### src/rtl/branch_redirect_unit.sv
// Branch redirect unit: owns the fetch PC, turns an EX-stage taken branch
// into a redirect plus pipeline flush, enforces a one-cycle squash window
// after each redirect and keeps saturating branch statistics.
module branch_redirect_unit #(
    parameter int unsigned     XLEN     = 64,
    parameter logic [XLEN-1:0] RESET_PC = {XLEN{1'b0}},
    parameter int unsigned     CNT_W    = 32
) (
    input  logic             clk,
    input  logic             reset,
    input  logic             stall,
    input  logic             ex_valid,
    input  logic             ex_branch,
    input  logic             branch_out,
    input  logic [XLEN-1:0]  ex_pc,
    input  logic [XLEN-1:0]  ex_imm,
    output logic [XLEN-1:0]  pc,
    output logic             flush_if_id,
    output logic             flush_id_ex,
    output logic [CNT_W-1:0] branch_count,
    output logic [CNT_W-1:0] taken_count,
    output logic             misalign_err
);

    typedef enum logic [0:0] {
        ST_RUN    = 1'b0,
        ST_SQUASH = 1'b1
    } state_t;

    localparam logic [XLEN-1:0]  PC_STEP = XLEN'(3'd4);
    localparam logic [CNT_W-1:0] CNT_ONE = CNT_W'(1'b1);
    localparam logic [CNT_W-1:0] CNT_MAX = {CNT_W{1'b1}};

    // Saturating increment: a counter at its ceiling stays there.
    function automatic logic [CNT_W-1:0] sat_inc(input logic [CNT_W-1:0] v);
        logic [CNT_W-1:0] r;
        if (v == CNT_MAX) begin
            r = v;
        end else begin
            r = v + CNT_ONE;
        end
        return r;
    endfunction

    state_t           state_q, state_d;
    logic [XLEN-1:0]  pc_q, pc_d;
    logic [CNT_W-1:0] branch_cnt_q, branch_cnt_d;
    logic [CNT_W-1:0] taken_cnt_q, taken_cnt_d;
    logic             misalign_q, misalign_d;

    logic             live_branch_s;
    logic             taken_s;
    logic [XLEN-1:0]  target_s;

    // A branch only counts or redirects outside the squash window; the
    // instruction in EX during SQUASH is on the wrong path.
    assign live_branch_s = ex_valid & ex_branch & (state_q == ST_RUN);
    assign taken_s       = live_branch_s & branch_out & ~reset;
    assign target_s      = ex_pc + ex_imm;

    assign flush_if_id  = taken_s | reset;
    assign flush_id_ex  = taken_s | reset;
    assign pc           = pc_q;
    assign branch_count = branch_cnt_q;
    assign taken_count  = taken_cnt_q;
    assign misalign_err = misalign_q;

    // Next-state logic: FSM, PC selection (taken > stall > sequential), counters, sticky error.
    always_comb begin
        state_d      = state_q;
        pc_d         = pc_q;
        branch_cnt_d = branch_cnt_q;
        taken_cnt_d  = taken_cnt_q;
        misalign_d   = misalign_q;

        case (state_q)
            ST_RUN: begin
                if (taken_s) begin
                    state_d = ST_SQUASH;
                end else begin
                    state_d = ST_RUN;
                end
            end
            ST_SQUASH: state_d = ST_RUN;
            default:   state_d = ST_RUN;
        endcase

        // The redirect wins over a concurrent stall so it is never delayed.
        if (taken_s) begin
            pc_d = target_s;
        end else if (stall) begin
            pc_d = pc_q;
        end else begin
            pc_d = pc_q + PC_STEP;
        end

        // EX keeps advancing under a load-use stall, so stall does not gate counting.
        if (live_branch_s) begin
            branch_cnt_d = sat_inc(branch_cnt_q);
            if (branch_out) begin
                taken_cnt_d = sat_inc(taken_cnt_q);
            end else begin
                taken_cnt_d = taken_cnt_q;
            end
        end else begin
            branch_cnt_d = branch_cnt_q;
            taken_cnt_d  = taken_cnt_q;
        end

        // The misaligned redirect still happens; only the flag records it.
        if (taken_s && (target_s[1:0] != 2'b00)) begin
            misalign_d = 1'b1;
        end else begin
            misalign_d = misalign_q;
        end
    end

    // State register with synchronous reset that overrides any concurrent branch.
    always_ff @(posedge clk) begin
        if (reset) begin
            state_q      <= ST_RUN;
            pc_q         <= RESET_PC;
            branch_cnt_q <= {CNT_W{1'b0}};
            taken_cnt_q  <= {CNT_W{1'b0}};
            misalign_q   <= 1'b0;
        end else begin
            state_q      <= state_d;
            pc_q         <= pc_d;
            branch_cnt_q <= branch_cnt_d;
            taken_cnt_q  <= taken_cnt_d;
            misalign_q   <= misalign_d;
        end
    end

endmodule

### config.mk
export PLATFORM = sky130hd
export DESIGN_NAME = branch_redirect_unit
export DESIGN_NICKNAME = d
export VERILOG_FILES = /design/src/rtl/branch_redirect_unit.sv
export SDC_FILE = /design/constraint.sdc
export NUM_CORES = 1
export LEC_CHECK = 0
export CORE_ASPECT_RATIO = 1.25
export CORE_MARGIN = 2
export CORE_UTILIZATION = 40
export DETAILED_ROUTE_END_ITERATION = 8
export PLACE_DENSITY = 0.65
export SLEW_MARGIN = 20
export SYNTH_ARGS = -nofsm -noshare
export SYNTH_HDL_FRONTEND = slang
export SYNTH_SLANG_ARGS = --single-unit
### constraint.sdc
create_clock -name clk -period 4.6 [get_ports clk]
set_clock_uncertainty 0.05 [all_clocks]
set_input_delay 1.38 -clock clk [delete_from_list [all_inputs] [get_ports clk]]
set_output_delay 1.38 -clock clk [all_outputs]
set_load 0.01 [all_outputs]
# Word level (Yosys, flattened, before mapping)
# Cells that the tools add are included.
# totals
ff_bits,130
in_bits,134
output_inout_bits,131
# op_classes
addsub,4
n_eq_ne,3
muxes,4
bitwise_logic,9
reduce_logical,4
# ops
cell,count
$mux W64,2
$add A32 B1 Y32 const B,2
$add A64 B3 Y64 const B,1
$add A64 B64 Y64,1
$eq A32 B32 Y1 const B,2
$and A1 B1 Y1,4
$not A1 Y1,4
$reduce_and A3 Y1,1
$ne A2 B1 Y1 const B,1
$pmux W1 S2,1
$reduce_and A2 Y1,1
$reduce_bool A2 Y1,1
$logic_and A1 B1 Y1,1
$mux W1,1
$or A1 B1 Y1,1

# Logic depth before layout (Yosys ltp)
# logic_depth
word_depth,6
depth_mapped,13
ltp_nobuf,13

# Least setup slack after synthesis
# Ideal clock, no wire load.
# synth_path
path_kind,input to output
from,input port ex_valid
to,output port flush_if_id
arrival_time_ns,2.594
required_time_ns,3.170
path_slack_ns,0.576
cell_stages,8
cell_sequence,nand2_1 -> nor2_1 -> and2_1 -> clkbuf_1 -> nor2_1 -> inv_1 -> clkbuf_1 -> buf_4
# synth_between
elab_chain_len,5
# synth_lines
element,line,text
from (decl),12,"input logic ex_valid,"
$and A1 B1 Y1 (2 in series),57,assign live_branch_s = ex_valid & ex_branch & (state_q == ST_RUN);
$and A1 B1 Y1 (2 in series),58,assign taken_s = live_branch_s & branch_out & ~reset;
$or A1 B1 Y1,-,
to (decl),18,"output logic flush_if_id,"
# Every way passes these cells.

# Worst setup path in the final report
# layout_path
from,input port ex_valid
to,output port flush_if_id
# layout_between
elab_chain_len,5
# layout_lines
element,line,text
$and A1 B1 Y1 (2 in series),57,
$and A1 B1 Y1 (2 in series),58,
$or A1 B1 Y1,61,assign flush_if_id = taken_s | reset;
# Every way passes these cells.

==> flow_summary.json <==
{
  "min-delay-start": "pc[0]",
  "tightest_slew_ns": 0.880,
  "die_width_um": 145,
  "hold_buffers": 0,
  "clock_sinks": 130,
  "grt_pass1_wl_um": 51900,
  "holdWs_ns": 0.407,
  "period_needed_ns": 4.54,
  "start_util": 0.408,
  "clkSlewWorstSetupHoldPaths_ns": 0.06,
  "synth_edf_count": 0,
  "async_flop_share": 0,
  "ir_drop_v": 0.000194,
  "regArea_um2": 2600,
  "drive_gt1_frac": 0.0717,
  "crit_path_max_fanout": 4,
  "synthDistinctLibCells": 75,
  "io_pins": 265,
  "status": "complete, no violations",
  "path_class": "in2out",
  "rrSetupSlack_ns": 1.54,
  "fill_cells": 2331,
  "post-route-period-util": 0.986,
  "fmax_ghz": 0.220,
  "final_cell_mix": "263 x clkdlybuf4s50_1, 176 x nor2_1, 130 x dfxtp_1, 118 x nand2_1, 95 x a21oi_1",
  "synth_ff_type": "dfxtp_1",
  "cts_buffers": 17,
  "worstPathRequired_ns": 3.17,
  "synth.area.top_cells": "dfxtp_1 26%, ha_1 8.3%, xnor2_1 7.6%",
  "synthCells": 1302,
  "cts_max_path_buffers": 2,
  "coreArea_um2": 24500,
  "grt_pass1_vias": 10300,
  "wl_per_cell_um": 16.6,
  "ff2ff_path_depth": 11,
  "powerDensity_nw_per_um2": 263,
  "portBuffers": 264,
  "slew-limit-headroom": 0.413,
  "synth.largest_area_cell": "dfxtp_1",
  "overflow": 0,
  "cts_tree": "built",
  "ant_nets": 0,
  "ctsHtreeMaxLevel": 4,
  "synth_nets": 1503,
  "slew_violations": 0,
  "finalSetupTns_ns": 0,
  "arrival_ns": 3.11,
  "drt-initial-drc-count": 466,
  "p_leak_nw": 5.31,
  "die_area_um2": 26300,
  "nets": 1780,
  "grt_setup_unrepaired": "no",
  "die_y_um": 181,
  "clk_latency_ns": 0.43,
  "gp_congestion": 0.880,
  "via_per_inst": 5.46,
  "cts-root-buf": "clkbuf_16",
  "seq_area_frac_synth": 0.260,
  "multi_input_area_um2": 7030,
  "firstDrtPassIters": 6,
  "hpwl_um": 25000,
  "grt_start_max_net_pins": 78,
  "hold_path_class": "reg2reg",
  "worst_setup_path_end_kind": "primary output",
  "num_vias": 10500,
  "yosys_warnings": 0,
  "synth_top_area_share": 0.260,
  "synth_area_um2": 10000,
  "whs_endpoint": "pc[0]",
  "r2r_start": "branch_count[7]",
  "drt_wl_total_um": 32000,
  "track_usage": 0.238,
  "hold_violations": 0,
  "critPathLaunchType": "input pin",
  "antenna_found_initial": 1,
  "drv_cap": 0,
  "hold_depth": 2,
  "avgSynthCellArea_um2": 7.69,
  "syn_to_final_growth_pct": 38.3,
  "ys_ff_latch": 130,
  "finalSetupViolCount": 0,
  "drc_errors": 0,
  "rows": 64,
  "r2r-end": "branch_count[27]",
  "layout_commonest_cell": "clkdlybuf4s50_1"
}
==> synthesized netlist by cell type, drive strengths merged (6+ instances only) <==
library cell / instances
a211oi: 52
a21o: 43
a21oi: 97
a31oi: 6
and2: 12
and3: 28
and4: 21
buf: 14
clkbuf: 44
dfxtp: 130
ha: 66
inv: 38
nand2: 119
nand2b: 9
nand3: 38
nand4: 38
nor2: 176
nor2b: 7
nor3: 26
nor4: 9
o21a: 10
o21ai: 59
o21bai: 12
o22ai: 12
o31ai: 8
or3: 16
xnor2: 87
xor2: 71
==> worst max path at each step <==
stage / startpoint / to / slack [ns]
floorplan: ex_valid / flush_if_id / 0.58
finish: ex_valid / flush_if_id / 0.06
CTS: ex_valid / flush_if_id / 0.06
detailed placement: ex_pc[0] / pc[58] / -0.16
global placement: ex_pc[0] / pc[60] / -0.07
global route: ex_valid / flush_if_id / 0.02
==> power by group <==
| part | switching, mW | total, mW | internal, mW |
|---|---|---|---|
| clock network | 0.565 | 1.48 | 0.914 |
| registers | 0.0466 | 1.21 | 1.16 |
| logic | 0.484 | 0.950 | 0.465 |
| total | 1.10 | 3.64 | 2.54 |
==> critical path: stages <==
cell and delay [ns]:
clkdlybuf4s50_1 0.46, nand2_1 0.08, nor2_1 0.11, and2_2 0.16, nor2_1 0.05, inv_1 0.23, clkdlybuf4s50_1 0.61
==> routing by layer <==
layer	GRT usage	up-vias	part of all wire
met5	0	-	0
met3	0.0399	57	0.052
met2	0.427	322	0.49
met4	0.0839	0	0.028
met1	0.285	4908	0.43
li1	-	5216	-
==> repair_timing <==
action | 4_1_cts | 5_1_grt
setup endpoints to repair | 0 | 1
gates resized for setup | 0 | 1
buffers inserted | 0 | 0
==> through the flow <==
step	std cells	worst slack, ns	total power, mW	cell area [um2]	utilization
global placement	1890	-0.0663	2.17	13200	0.539
finish	1922	0.0633	3.64	13800	0.565
floorplan	1302	0.576	1.79	10000	-
detailed placement	1890	-0.164	2.17	13200	0.539
global route	1922	0.0222	3.80	13800	0.565
CTS	1921	0.0640	3.65	13800	0.565
==> cell type report <==
| class | count | share of cell area |
|---|---|---|
| multi-input combinational | 1076 | 0.507 |
| timing repair buffer | 316 | 0.219 |
| sequential | 130 | 0.188 |
| clock buffer | 17 | 0.0307 |
| tap | 330 | 0.0298 |
| clock inverter | 14 | 0.0146 |
| inverter | 38 | 0.0103 |
| antenna | 1 | 0.000181 |
==> cell families after synthesis <==
logic type / Yosys count / synth area share
AO/OA/AOI/OAI: 334 / 0.225
adder cells (fa/ha/maj): 67 / 0.0845
buffers and inverters: 96 / 0.0386
flip-flops: 130 / 0.260
XOR/XNOR: 158 / 0.138
multiplexers: 3 / 0.00300
AND/OR/NAND/NOR: 514 / 0.250
==> state kept, by name, summed over array words and instances (netlist names) <==
name          count
misalign_err      1
branch_count     32
pc               64
taken_count      32
state_q           1
Note: power is estimated with default switching activity, not from simulation.
